===== config.mk =====
export PLATFORM = sky130hd
export DESIGN_NAME = nbp_mem_arbiter_flat
export DESIGN_NICKNAME = d
export VERILOG_FILES = /design/src/rtl/nbp_mem_arbiter_if.sv /design/src/rtl/nbp_mem_arbiter.sv /design/src/flat_wrapper.sv
export SDC_FILE = /design/constraint.sdc
export NUM_CORES = 1
export LEC_CHECK = 0
export CAP_MARGIN = 20
export CORE_AREA = 2 2 464 466
export CTS_BUF_LIST = sky130_fd_sc_hd__clkbuf_4 sky130_fd_sc_hd__clkbuf_8
export CTS_CLUSTER_SIZE = 28
export DETAILED_ROUTE_END_ITERATION = 10
export DIE_AREA = 0 0 466 468
export GPL_TIMING_DRIVEN = 0
export MAX_ROUTING_LAYER = met4
export PLACE_DENSITY_LB_ADDON = 0.25
export SLEW_MARGIN = 10
export SYNTH_ARGS = -nofsm -noshare
export SYNTH_HDL_FRONTEND = slang
export SYNTH_SLANG_ARGS = --single-unit

===== constraint.sdc =====
create_clock -name clk -period 2.5 [get_ports clk]
set_clock_uncertainty 0.05 [all_clocks]
set_input_delay 0.25 -clock clk [delete_from_list [all_inputs] [get_ports clk]]
set_output_delay 0.25 -clock clk [all_outputs]
set_load 0.01 [all_outputs]

===== src/rtl/nbp_mem_arbiter_if.sv =====
// rtl/nbp_mem_arbiter_if.sv - requester, memory and response signals of the NBP read-port arbiter
interface nbp_mem_arbiter_if #(
    parameter int NUM_REQ = 4,
    parameter int ADDR_W  = 32,
    parameter int DATA_W  = 512,
    parameter int MAX_OUT = 8
);
    localparam int CNT_W = $clog2(MAX_OUT) + 1;

    logic [NUM_REQ-1:0]        req_valid;
    logic [NUM_REQ*ADDR_W-1:0] req_addr;
    logic [NUM_REQ-1:0]        req_ready;
    logic                      mem_req_valid;
    logic [ADDR_W-1:0]         mem_req_addr;
    logic                      mem_req_ready;
    logic                      mem_resp_valid;
    logic [DATA_W-1:0]         mem_resp_data;
    logic [NUM_REQ-1:0]        resp_valid;
    logic [DATA_W-1:0]         resp_data;
    logic [CNT_W-1:0]          outstanding;
    logic                      err_orphan;

    modport slave (
        input  req_valid, req_addr, mem_req_ready, mem_resp_valid, mem_resp_data,
        output req_ready, mem_req_valid, mem_req_addr, resp_valid, resp_data,
        output outstanding, err_orphan
    );

    modport master (
        output req_valid, req_addr, mem_req_ready, mem_resp_valid, mem_resp_data,
        input  req_ready, mem_req_valid, mem_req_addr, resp_valid, resp_data,
        input  outstanding, err_orphan
    );
endinterface


===== src/rtl/nbp_mem_arbiter.sv =====
// rtl/nbp_mem_arbiter.sv - round-robin NBP read-port arbiter with in-order tag FIFO response routing
module nbp_mem_arbiter #(
    parameter int NUM_REQ = 4,
    parameter int ADDR_W  = 32,
    parameter int DATA_W  = 512,
    parameter int MAX_OUT = 8
) (
    input  logic               clk,
    input  logic               rst,
    nbp_mem_arbiter_if.slave   bus
);
    localparam int IDX_W = $clog2(NUM_REQ);
    localparam int PTR_W = $clog2(MAX_OUT);
    localparam int CNT_W = $clog2(MAX_OUT) + 1;

    logic [IDX_W-1:0]  rr_ptr_q, rr_ptr_d;
    logic              lock_q, lock_d;
    logic [IDX_W-1:0]  lock_idx_q, lock_idx_d;
    logic [IDX_W-1:0]  tag_mem_q [MAX_OUT];
    logic [PTR_W-1:0]  wr_ptr_q, rd_ptr_q;
    logic [CNT_W-1:0]  count_q, count_d;
    logic [NUM_REQ-1:0] resp_valid_q, resp_valid_d;
    logic [DATA_W-1:0] resp_data_q, resp_data_d;
    logic              err_orphan_q, err_orphan_d;

    logic [IDX_W-1:0]  rr_idx;
    logic              rr_hit;
    logic [IDX_W-1:0]  grant;
    logic              grant_valid;
    logic              fifo_full;
    logic              fifo_empty;
    logic              mem_req_valid;
    logic              push;
    logic              pop;
    logic [ADDR_W-1:0] grant_addr;

    // Scanning from the far end downward leaves the nearest valid requester to rr_ptr as the winner.
    always_comb begin
        rr_idx = rr_ptr_q;
        rr_hit = 1'b0;
        for (int k = NUM_REQ - 1; k >= 0; k--) begin
            int cand;
            cand = int'(rr_ptr_q) + k;
            if (cand >= NUM_REQ) cand = cand - NUM_REQ;
            if (bus.req_valid[IDX_W'(cand)]) begin
                rr_idx = IDX_W'(cand);
                rr_hit = 1'b1;
            end
        end
    end

    always_comb begin
        grant_addr = '0;
        for (int k = 0; k < NUM_REQ; k++) begin
            if (grant == IDX_W'(k)) grant_addr = bus.req_addr[k*ADDR_W +: ADDR_W];
        end
    end

    assign grant         = lock_q ? lock_idx_q : rr_idx;
    assign grant_valid   = lock_q ? bus.req_valid[lock_idx_q] : rr_hit;
    assign fifo_full     = (count_q == CNT_W'(MAX_OUT));
    assign fifo_empty    = (count_q == '0);
    assign mem_req_valid = !rst && grant_valid && !fifo_full;
    assign push          = mem_req_valid && bus.mem_req_ready;
    assign pop           = bus.mem_resp_valid && !fifo_empty;

    assign bus.mem_req_valid = mem_req_valid;
    assign bus.mem_req_addr  = grant_addr;
    assign bus.req_ready     = push ? (NUM_REQ'(1) << grant) : '0;
    assign bus.resp_valid    = resp_valid_q;
    assign bus.resp_data     = resp_data_q;
    assign bus.outstanding   = count_q;
    assign bus.err_orphan    = err_orphan_q;

    always_comb begin
        rr_ptr_d     = rr_ptr_q;
        lock_d       = lock_q;
        lock_idx_d   = lock_idx_q;
        count_d      = count_q + CNT_W'(push) - CNT_W'(pop);
        resp_valid_d = '0;
        resp_data_d  = resp_data_q;
        err_orphan_d = err_orphan_q || (bus.mem_resp_valid && fifo_empty);
        if (push) begin
            rr_ptr_d = (grant == IDX_W'(NUM_REQ - 1)) ? '0 : grant + 1'b1;
            lock_d   = 1'b0;
        end else if (mem_req_valid) begin
            lock_d     = 1'b1;
            lock_idx_d = grant;
        end
        if (pop) begin
            resp_valid_d = NUM_REQ'(1) << tag_mem_q[rd_ptr_q];
            resp_data_d  = bus.mem_resp_data;
        end
    end

    always_ff @(posedge clk) begin
        if (rst) begin
            rr_ptr_q     <= '0;
            lock_q       <= 1'b0;
            lock_idx_q   <= '0;
            wr_ptr_q     <= '0;
            rd_ptr_q     <= '0;
            count_q      <= '0;
            resp_valid_q <= '0;
            resp_data_q  <= '0;
            err_orphan_q <= 1'b0;
        end else begin
            rr_ptr_q     <= rr_ptr_d;
            lock_q       <= lock_d;
            lock_idx_q   <= lock_idx_d;
            wr_ptr_q     <= wr_ptr_q + PTR_W'(push);
            rd_ptr_q     <= rd_ptr_q + PTR_W'(pop);
            count_q      <= count_d;
            resp_valid_q <= resp_valid_d;
            resp_data_q  <= resp_data_d;
            err_orphan_q <= err_orphan_d;
        end
    end

    always_ff @(posedge clk) begin
        if (push) tag_mem_q[wr_ptr_q] <= grant;
    end

    // A locked requester withdrawing its request would change the address already presented to memory.
    hold_while_locked: assert property (@(posedge clk) disable iff (rst)
        lock_q |-> bus.req_valid[lock_idx_q]);
endmodule


===== src/flat_wrapper.sv =====
// flat-port wrapper written by rule: the top's interface ports become plain ports
module nbp_mem_arbiter_flat 
#(
    parameter int NUM_REQ = 4,
    parameter int ADDR_W  = 32,
    parameter int DATA_W  = 512,
    parameter int MAX_OUT = 8
)
  (clk, rst, bus_req_valid, bus_req_addr, bus_mem_req_ready, bus_mem_resp_valid, bus_mem_resp_data, bus_req_ready, bus_mem_req_valid, bus_mem_req_addr, bus_resp_valid, bus_resp_data, bus_outstanding, bus_err_orphan);
  nbp_mem_arbiter_if #(.NUM_REQ(NUM_REQ), .ADDR_W(ADDR_W), .DATA_W(DATA_W), .MAX_OUT(MAX_OUT)) bus_i ();
  input  logic clk;
  input  logic rst;
  input wire logic [$bits(bus_i.req_valid)-1:0] bus_req_valid;
  input wire logic [$bits(bus_i.req_addr)-1:0] bus_req_addr;
  input wire logic [$bits(bus_i.mem_req_ready)-1:0] bus_mem_req_ready;
  input wire logic [$bits(bus_i.mem_resp_valid)-1:0] bus_mem_resp_valid;
  input wire logic [$bits(bus_i.mem_resp_data)-1:0] bus_mem_resp_data;
  output wire logic [$bits(bus_i.req_ready)-1:0] bus_req_ready;
  output wire logic [$bits(bus_i.mem_req_valid)-1:0] bus_mem_req_valid;
  output wire logic [$bits(bus_i.mem_req_addr)-1:0] bus_mem_req_addr;
  output wire logic [$bits(bus_i.resp_valid)-1:0] bus_resp_valid;
  output wire logic [$bits(bus_i.resp_data)-1:0] bus_resp_data;
  output wire logic [$bits(bus_i.outstanding)-1:0] bus_outstanding;
  output wire logic [$bits(bus_i.err_orphan)-1:0] bus_err_orphan;
  assign bus_i.req_valid = bus_req_valid;
  assign bus_i.req_addr = bus_req_addr;
  assign bus_i.mem_req_ready = bus_mem_req_ready;
  assign bus_i.mem_resp_valid = bus_mem_resp_valid;
  assign bus_i.mem_resp_data = bus_mem_resp_data;
  assign bus_req_ready = bus_i.req_ready;
  assign bus_mem_req_valid = bus_i.mem_req_valid;
  assign bus_mem_req_addr = bus_i.mem_req_addr;
  assign bus_resp_valid = bus_i.resp_valid;
  assign bus_resp_data = bus_i.resp_data;
  assign bus_outstanding = bus_i.outstanding;
  assign bus_err_orphan = bus_i.err_orphan;
  nbp_mem_arbiter #(.NUM_REQ(NUM_REQ), .ADDR_W(ADDR_W), .DATA_W(DATA_W), .MAX_OUT(MAX_OUT)) u_core (.clk(clk), .rst(rst), .bus(bus_i));
endmodule

==> metrics, run 1 <==
final hold vios 0; Pint 0.0249 W; post-synth top area share 52.8%; worst hold-check path type input pin to register; clock share of power 27.6%; status finished with violations; Net Switching 0.0160 W; crit path cell chain or3b_4, a21oi_2, a32o_2, ha_4, clkbuf_16, clkbuf_16, nand3b_1, a21oi_2, a21oi_4, o21ai_2, buf_6; CP top delay family compound AO/OA/AOI/OAI gates; Synth Net Count 3248; most frequent cells after synthesis nand2_1, a21oi_1, dfxtp_1; Buffers on Ports 1204; Flop pwr share 28.6%; routed wire length 178000 um; dpl hpwl 149000 um; Worst Setup Slack, final -0.941 ns; Critical Path AT 3.14 ns; Layout area overhead 123%; sw frac 39.1%; Vias 26000; post-layout util 21.1%; Static Leak 16.2 nW; Worst-Skew Late Latency 0.83 ns; Slew @ Worst Pin 1.13 ns; RSZ-0062 raised after global routing yes; fraction of layout cells with a size suffix above 1 11.6%; power density over cell area 907 nW/um^2; initial antenna violation count 70; Post-synth EDFFs 16; total grt overflow 0; DRT iter0 DRCs 1461; pre-CTS setup slack -1.96 ns; Yosys top cell by area dfxtp_1; crit end category output port; main flop type after synthesis dfxtp_1; Final period util 138%; clock tree buffer depth 3; # clock sinks 548; Logic pwr share 43.8%; synth warn 0; violated checks setup timing; DR pass1 iterations 5; syn avg cell area 7.81 um^2; H-tree depth reported by CTS 3; maximum vdd drop 480 uV; critical-path maximum fanout 7; Post-Syn Area 20200 um^2; die span in x 466 um; I/O pin count 1206; drt drc 0; ys async rst share 0%; Die Y 468 um; Reg2Reg Setup Slack 0.06 ns; Rel. slew slack 25.0%; largest stage delay on the critical path 0.38 ns; fin nets 5105; # fillers 23800; Peak Freq 291 MHz; cell count after synthesis 2585; Final min period 3.44 ns; main area contributors after synthesis dfxtp_1, nand2_1, a21oi_1; sequential share of the synthesized area 55.2%; vias in the first global route 26500; # rows 170; max-slew violation count 0; Placeable Area 213000 um^2; average wire per standard cell 24.0 um; Yosys reg bits 548; Die ar. 218000 um^2; largest net degree at the start of global routing 18; CTS buffer count 113; count of maximum capacitance violations 0; kind of critical path register to output port; Vias/cell 3.50; slowest cell on the critical path or3b_4; global placer's final weighted congestion 0.894; clock-pin slew on the worst setup and hold paths 0.05 ns; final setup vio count 36; CTS root buffer clkbuf_8; Final ANT Viol Nets 0; CP Launch Type register; CP required 2.20 ns; global-route wire length before repair 233000 um; starting density of the core 9.46%; CTS tree yes; GRT Total Usage 16.1%; WP buf/inv 3; most frequent cell after synthesis nand2_1; Distinct cells, synth 48
==> placed cells by master (no fill, tap or decap), types with 5 or more instances in the layout <==
master,n
buf_8,5
mux2i_1,5
dfxtp_1,523
buf_6,20
clkbuf_8,145
nor2_1,18
clkdlybuf4s50_1,1156
buf_1,5
bufinv_16,9
o21ai_1,8
diode_2,48
clkbuf_2,52
dlygate4sd2_1,7
buf_12,8
clkbuf_4,50
buf_4,30
dfxtp_2,6
dlygate4sd3_1,497
ha_1,6
a21oi_4,19
nand2_4,7
nand2_1,1080
a21oi_1,518
nand3b_1,32
clkinv_2,13
inv_2,5
a21oi_2,41
o21ai_2,24
clkbuf_16,12
buf_2,27
edfxtp_1,16
clkbuf_1,99
nor2b_1,9
ha_4,8
==> what timing repair did <==
action                                 4_1_cts  5_1_grt
cloned                                       5        1
gates resized for setup                    440      110
hold buffers                               497        0
pin swaps                                   25       32
endpoints found under the hold margin      508        0
buffers inserted                            22       14
setup endpoints to repair                  557      159
==> state kept, by name (all words and copies together) (netlist names) <==
signal / flops
u_core.lock_idx_q: 2
u_core.bus.resp_data: 512
u_core.bus.outstanding: 4
u_core.wr_ptr_q: 3
u_core.lock_q: 1
u_core.rd_ptr_q: 3
u_core.bus.resp_valid: 4
u_core.rr_ptr_q: 2
u_core.tag_mem_q: 16
u_core.bus.err_orphan: 1
==> tightest hold or removal path, stage by stage <==
cell             delay, ns
clkdlybuf4s50_1       0.53
nand2_1               0.12
a21oi_1               0.06
==> power by group through the flow <==
stage | registers, W | clock network, W | logic, W
floorplan | 0.0123 | 0 | 0.00520
global placement | 0.0118 | 0 | 0.0157
detailed placement | 0.0118 | 0 | 0.0156
CTS | 0.0117 | 0.0118 | 0.0178
global route | 0.0119 | 0.0121 | 0.0192
finish | 0.0117 | 0.0113 | 0.0179
==> logic make-up after synthesis <==
group / count (synthesis) / synth area share (%)
and+or+nand+nor: 1173 / 23.1
AOI/OAI and AO/OA: 623 / 15.8
DFF: 548 / 55.2
buffers and inverters: 210 / 4.00
adders and majority gates: 15 / 0.967
muxes: 12 / 0.880
xor gates and xnor gates: 4 / 0.174
==> metrics by stage <==
step	total power, W	cells	hold WS, ns	TNS (ns)	instance area, um^2
global placement	0.0275	6627	0.392	-492.05	35900
CTS	0.0413	7365	0.00136	-35.52	44700
global route	0.0432	7422	-0.00174	-37.91	45100
finish	0.0409	7425	0.125	-29.89	45100
detailed placement	0.0275	6630	0.396	-464.74	35900
floorplan	0.0175	2585	0.336	-0.0159	20300
==> path summary, 6_finish.rpt <==
check                         endpoint                      start  depth (start not counted)
max               bus_mem_req_addr[19]         u_core.rr_ptr_q[0]                         11
min          u_core.bus.resp_data[136]     bus_mem_resp_data[136]                          3
max reg2reg  u_core.bus.resp_data[415]  u_core.bus.outstanding[2]                          9
min reg2reg  u_core.bus.resp_data[293]  u_core.bus.resp_data[293]                          2
==> area by class of cell <==
| type | instances | area [um^2] | share of cell area [%] |
|---|---|---|---|
| Antenna cell | 48 | 120 | 0.266 |
| Buffer | 196 | 1210 | 2.67 |
| Clock buffer | 179 | 2210 | 4.89 |
| Clock inverter | 33 | 443 | 0.982 |
| Inverter | 12 | 62.6 | 0.139 |
| Multi-Input combinational cell | 1827 | 8940 | 19.8 |
| Sequential cell | 548 | 11100 | 24.7 |
| Tap cell | 2838 | 3550 | 7.87 |
| Timing Repair Buffer | 1744 | 17400 | 38.6 |
==> metal layers <==
| layer | vias up | share of wire (%) | global-route usage (%) |
|---|---|---|---|
| li1 | 12300 | - | - |
| met4 | 0 | 1.7 | 3.16 |
| met3 | 205 | 11 | 7.66 |
| met1 | 12400 | 43 | 19.7 |
| met2 | 1167 | 43 | 24.1 |
| met5 | - | 0 | - |
Note: power is estimated with default switching activity, not from simulation.
==> run 2, diff against run 1 <==
--- a/config.mk
+++ b/config.mk
@@ -14,7 +14,6 @@
 export GPL_TIMING_DRIVEN = 0
 export MAX_ROUTING_LAYER = met4
 export PLACE_DENSITY_LB_ADDON = 0.25
-export SLEW_MARGIN = 10
 export SYNTH_ARGS = -nofsm -noshare
 export SYNTH_HDL_FRONTEND = slang
 export SYNTH_SLANG_ARGS = --single-unit
==> run 2 against run 1 <==
Net effect:
- the run still ends with setup timing left
- largest power group unchanged
- clock-buffer cell count shrank 15
- routed wire length about the same
- global-route usage barely moved
- maximum frequency is 0.36% lower
- critical path depth up 1
- setup slack lost 0.012 ns
- utilization about the same
- cell count hardly changed
- critical path type unchanged
- combinational power about the same
- clock power about the same
==> metrics, run 2 (synthesized netlist as in run 1, its figures left out) <==
status finished with violations; violated checks setup timing; DR pass1 iterations 5 (unchanged); met2 Use GR 24.1% (-0.027 points); Final min period 3.45 ns (+0.0123 ns); clock share of power 28.4% (+0.8 points); Rel. slew slack 25.9% (+0.89 points); critical-path maximum fanout 10 (+3); minimum hold slack 0.119 ns (-0.00627 ns); maximum vdd drop 399 uV (-17%); vias in the first global route 26700 (+0.57%); count of maximum capacitance violations 0 (unchanged); most frequent cells in the layout clkdlybuf4s50_1, nand2_1, dfxtp_1, a21oi_1, dlygate4sd3_1; H-tree depth reported by CTS 3 (unchanged); Buffers on Ports 1204 (unchanged); initial antenna violation count 68 (-2.9%); CP required 2.20 ns (about the same); max-slew violation count 0 (unchanged); slowest cell on the critical path a32o_2; # rows 170 (unchanged); final setup vio count 37 (+2.8%); max reg flops 512 (unchanged); dpl hpwl 149000 um (+0.25%); Final ANT Viol Nets 0 (unchanged); Peak Freq 290 MHz (-0.36%); Flop pwr share 28.4% (-0.2 points); Layout area overhead 124%; I/O pin count 1206 (unchanged); hold depth 3 (unchanged); Finished Layout Cells 7429 (+0.054%); CTS buffer count 113 (unchanged); die span in x 466 um (unchanged); fraction of layout cells with a size suffix above 1 11.3% (-0.28 points); Placed Cells 6634 (+0.060%); crit path capture bus_mem_req_addr[15]; Worst R2R End u_core.bus.outstanding[2]; post-layout util 21.2% (+0.024 points); # fillers 23800 (+0.021%); GRT Total Usage 16.1% (about the same); Net Switching 0.0160 W (about the same); clock-pin slew on the worst setup and hold paths 0.06 ns (about the same); routed wire length 178000 um (about the same); largest net degree at the start of global routing 19 (+1); met1 GRT Util 19.5% (-0.22 points); total grt overflow 0 (unchanged); Placeable Area 213000 um^2 (unchanged); CTS tree yes; global-route wire length before repair 234000 um (+0.30%); Die ar. 218000 um^2 (unchanged); Reg2Reg Setup Slack 0.10 ns (+0.04 ns); CP dominant cell by count clkbuf_16; Critical Path AT 3.15 ns (about the same); largest stage delay on the critical path 0.34 ns (-0.04 ns); final hold vios 0 (unchanged); Reg2Reg Depth 11 (+2); FF-to-FF Start u_core.lock_idx_q[0]; crit path launch u_core.rr_ptr_q[0]; clock tree buffer depth 3 (unchanged); critical path depth 12 (+1); kind of critical path register to output port; Final period util 138% (+0.49 points); WP buf/inv 4 (+1); drt drc 0 (unchanged); commonest non-fill, non-tap cell in the layout clkdlybuf4s50_1; RSZ-0062 raised after global routing yes; average wire per standard cell 24.0 um (about the same); Vias/cell 3.50 (about the same); # clock sinks 548 (unchanged); sw frac 38.9% (-0.12 points); starting density of the core 9.46% (unchanged); Worst Setup Slack, final -0.953 ns (-0.0123 ns); CP top delay family compound AO/OA/AOI/OAI gates; Static Leak 16.3 nW (+0.21%); crit path cell chain buf_4, nor2b_1, o21ai_1, a32o_2, ha_4, clkbuf_16, clkbuf_16, nand3b_1, a21oi_2, a21oi_4, o21ai_2, buf_6; Logic pwr share 43.2% (-0.6 points); global placer's final weighted congestion 0.894 (unchanged); CP Launch Type register; Vias 26000 (+0.096%); Die Y 468 um (unchanged); Worst-Skew Late Latency 0.83 ns (about the same); GRT Max-Usage Layer met2; DRT iter0 DRCs 1334 (-8.7%); Slew @ Worst Pin 1.11 ns (-0.0134 ns); pre-CTS setup slack -1.94 ns (+0.0158 ns); power density over cell area 909 nW/um^2 (+0.27%); crit end category output port; Pint 0.0251 W (+0.58%); met3 Use GR 8.02% (+0.36 points); worst hold-check path type input pin to register; fin nets 5107 (+0.039%); CTS root buffer clkbuf_8
run 2: changes by cell type in the layout (fill, tap and decap cells not counted), moves of 3 or more:
cell	before	now
clkbuf_4	50	33
bufinv_16	9	13
a21oi_4	19	14
buf_8	5	8
nand2_4	7	10
clkbuf_8	145	149
a21oi_2	41	46
clkbuf_2	52	44
clkinv_2	13	19
dlygate4sd3_1	497	501
clkbuf_1	99	107
buf_12	8	3
diode_2	48	53
nand2_1	1080	1077
run 2: final cells by class:
cell class                      count  area (um^2)  share of cell area [%]
Clock inverter                     45          623                    1.38
Inverter                           12         62.6                   0.139
Clock buffer                      164         2110                    4.67
Buffer                            195         1200                    2.66
Timing Repair Buffer             1747        17400                    38.6
Antenna cell                       53          133                   0.294
Multi-Input combinational cell   1827         8890                    19.7
Sequential cell                   548        11100                    24.7
Tap cell                         2838         3550                    7.86
run 2: what timing repair did:
action | in CTS | in global routing
endpoints found under the hold margin | 512 | 0
endpoints found under the setup margin | 560 | 125
buffers inserted | 21 | 13
pin swaps | 27 | 20
resized for setup | 457 | 63
gates cloned | 3 | 1
hold buffers | 501 | 0
run 2: power groups by stage:
stage	combinational [W]	clock [W]	sequential (W)
after floorplan	0.00520	0	0.0123
after global placement	0.0157	0	0.0118
after detailed placement	0.0157	0	0.0119
after CTS	0.0178	0.0122	0.0117
after global routing	0.0191	0.0125	0.0119
final	0.0177	0.0116	0.0117
run 2: through the flow:
stage	power, W	cell area (um^2)	TNS, ns
floorplan	0.0175	20300	-0.0159
global route	0.0435	45100	-38.33
detailed placement	0.0276	36000	-439.38
global placement	0.0275	35900	-492.05
finish	0.0411	45100	-30.51
CTS	0.0417	44800	-36.25
run 2: layer usage:
layer	routed length, um	vias up	part of all wire, %
met5	0	-	0
met4	3300	0	1.9
met3	21100	206	12
met2	77200	1137	43
met1	76700	12400	43
li1	-	12300	-
run 2: how the worst min path moves through the flow:
stage / start / end
6_report: bus_mem_resp_data[496] / u_core.bus.resp_data[496]
5_1_grt: bus_mem_resp_data[136] / u_core.bus.resp_data[136]
4_1_cts: bus_mem_resp_data[136] / u_core.bus.resp_data[136]
3_5_place_dp: u_core.bus.resp_data[370] / u_core.bus.resp_data[370]
3_3_place_gp: u_core.bus.resp_data[38] / u_core.bus.resp_data[38]
2_1_floorplan: bus_mem_resp_data[0] / u_core.bus.resp_data[0]
run 2: worst min-delay path, delay by kind of cell:
| family | cells | cell delay, ns |
|---|---|---|
| buffers and inverters | 1 | 0.51 |
| AND/OR/NAND/NOR | 1 | 0.15 |
| AO/OA/AOI/OAI | 1 | 0.07 |
==> run 3, diff against run 2 <==
--- a/config.mk
+++ b/config.mk
@@ -14,6 +14,7 @@
 export GPL_TIMING_DRIVEN = 0
 export MAX_ROUTING_LAYER = met4
 export PLACE_DENSITY_LB_ADDON = 0.25
+export SLEW_MARGIN = 40
 export SYNTH_ARGS = -nofsm -noshare
 export SYNTH_HDL_FRONTEND = slang
 export SYNTH_SLANG_ARGS = --single-unit
==> run 3 against run 2 <==
Net effect:
- die area did not move
- cell area fell by 0.86%
- critical path depth fell by 1
- non-clock buffer count fell by 9
- the flow still finishes with violations (setup timing)
- register-to-register slack got worse by 0.03 ns
- cell count fell by 0.28%
==> metrics, run 3 (synthesized netlist as in run 1, its figures left out) <==
Final period util 137% (-1.0 points); Worst-Skew Late Latency 0.82 ns (about the same); total grt overflow 0 (unchanged); Vias 25900 (-0.48%); final setup vio count 37 (unchanged); violated checks setup timing; I/O pin count 1206 (unchanged); # fillers 23900 (+0.39%); fraction of layout cells with a size suffix above 1 11.2% (-0.13 points); H-tree depth reported by CTS 3 (unchanged); Critical Path AT 3.13 ns (-0.02 ns); worst hold-check path type input pin to register; Vias/cell 3.50 (-0.19%); Die Y 468 um (unchanged); crit end category output port; vias in the first global route 26700 (+0.30%); critical-path maximum fanout 7 (-3); CP required 2.20 ns (about the same); average wire per standard cell 24.1 um (+0.55%); global placer's final weighted congestion 0.894 (unchanged); DRT iter0 DRCs 1424 (+6.7%); global-route wire length before repair 233000 um (-0.22%); clock-pin slew on the worst setup and hold paths 0.05 ns (about the same); RSZ-0062 raised after global routing yes; Rel. slew slack 48.6% (+23 points); Die ar. 218000 um^2 (unchanged); kind of critical path register to output port; dpl hpwl 149000 um (-0.45%); Final ANT Viol Nets 0 (unchanged); CP top delay family compound AO/OA/AOI/OAI gates; crit path cell chain or3b_4, a21oi_2, a32o_2, ha_4, clkbuf_16, clkbuf_16, nand3b_1, a21oi_2, a21oi_4, o21ai_2, buf_6; CTS root buffer clkbuf_8; max reg flops 512 (unchanged); WP buf/inv 3 (-1); Layout area overhead 122%; largest stage delay on the critical path 0.37 ns (+0.03 ns); setup TNS -29.67 ns (+0.843 ns); Slew @ Worst Pin 0.770 ns (-0.342 ns); # clock sinks 548 (unchanged); Finished Layout Cells 7408 (-0.28%); status finished with violations; max-slew violation count 0 (unchanged); most frequent cells in the layout clkdlybuf4s50_1, nand2_1, dfxtp_1, a21oi_1, dlygate4sd3_1; pre-CTS setup slack -1.98 ns (-0.0343 ns); # rows 170 (unchanged); drt drc 0 (unchanged); Peak Freq 292 MHz (+0.75%); CTS buffer count 111 (-1.8%); initial antenna violation count 68 (unchanged); power density over cell area 900 nW/um^2 (-1.0%); commonest non-fill, non-tap cell in the layout clkdlybuf4s50_1; Buffers on Ports 1204 (unchanged); clock tree buffer depth 3 (unchanged); starting density of the core 9.46% (unchanged); largest net degree at the start of global routing 17 (-2); slowest cell on the critical path or3b_4; Placeable Area 213000 um^2 (unchanged); Static Leak 16.0 nW (-1.3%); CP Launch Type register; CTS tree yes; routed wire length 179000 um (+0.26%); Worst Setup Slack, final -0.927 ns (+0.0258 ns); fin nets 5096 (-0.22%); GRT Total Usage 16.2% (about the same); DR pass1 iterations 5 (unchanged); maximum vdd drop 394 uV (-1.3%); count of maximum capacitance violations 0 (unchanged); Placed Cells 6629 (-0.075%); Final min period 3.43 ns (-0.0258 ns); final hold vios 0 (unchanged); die span in x 466 um (unchanged)
[run 3: cell count changes in the layout (fill, tap and decap cells not counted), sizes merged, moves of 2 or more]
cell / delta
dlygate4sd2: -4
clkdlybuf4s50: +6
dlygate4sd3: -10
dlymetal6s2s: -2
diode: -2
clkbuf: +4
bufinv: -5
clkinv: -8
[run 3: stage by stage]
stage | hold slack, ns | cell area [um^2] | util, % | power [W]
2_1_floorplan | 0.336 | 20300 | - | 0.0175
3_5_place_dp | 0.396 | 35900 | 16.8 | 0.0275
6_report | 0.107 | 44800 | 21.0 | 0.0403
5_1_grt | 0.00904 | 44700 | 21.0 | 0.0426
4_1_cts | 0.00216 | 44400 | 20.8 | 0.0408
3_3_place_gp | 0.392 | 35900 | 16.8 | 0.0275
[run 3: path summary, 6_finish.rpt]
kind | startpoint | endpoint | slack (ns) | cells past startpoint
setup / recovery | u_core.rr_ptr_q[0] | bus_mem_req_addr[19] | -0.93 | 11
setup reg to reg | u_core.lock_idx_q[0] | u_core.bus.outstanding[1] | 0.07 | 10
hold reg to reg | u_core.bus.resp_data[182] | u_core.bus.resp_data[182] | 0.40 | 2
hold / removal | bus_mem_resp_data[48] | u_core.bus.resp_data[48] | 0.11 | 3
[run 3: cell type report]
cell class / instances / area [um^2] / area share [%]
flip-flops and latches: 548 / 11100 / 24.9
plain buffers: 195 / 1210 / 2.71
clock buffers: 168 / 2110 / 4.70
clock inverters: 31 / 403 / 0.900
repair buffers: 1738 / 17300 / 38.7
inverters: 12 / 55.1 / 0.123
well taps: 2838 / 3550 / 7.93
diodes: 51 / 128 / 0.285
multi-input cells: 1827 / 8840 / 19.7
[run 3: tightest hold or removal path: stages]
cell             delay, ns
clkdlybuf4s50_1       0.42
nand2_1               0.16
a21oi_1               0.08
[run 3: timing repair]
item                                    in CTS  in global routing
gates resized for setup                    419                 73
cloned                                       5                  1
endpoints found under the setup margin     524                177
endpoints found under the hold margin      501                  0
setup buffers                               29                  8
pin swaps                                   21                 30
hold buffers                               491                  0
[run 3: layer usage]
| layer | vias to the layer above | track usage [%] | wire, um |
|---|---|---|---|
| li1 | 12200 | - | - |
| met1 | 12300 | 19.4 | 76400 |
| met2 | 1197 | 24.2 | 77600 |
| met3 | 188 | 7.88 | 21600 |
| met4 | 0 | 3.37 | 3190 |
| met5 | - | - | 0 |
[run 3: report_power, final]
part           total [W]  internal [W]  switching, W
Sequential        0.0117        0.0105       0.00114
Clock             0.0108       0.00621       0.00462
Combinational     0.0178       0.00771        0.0101
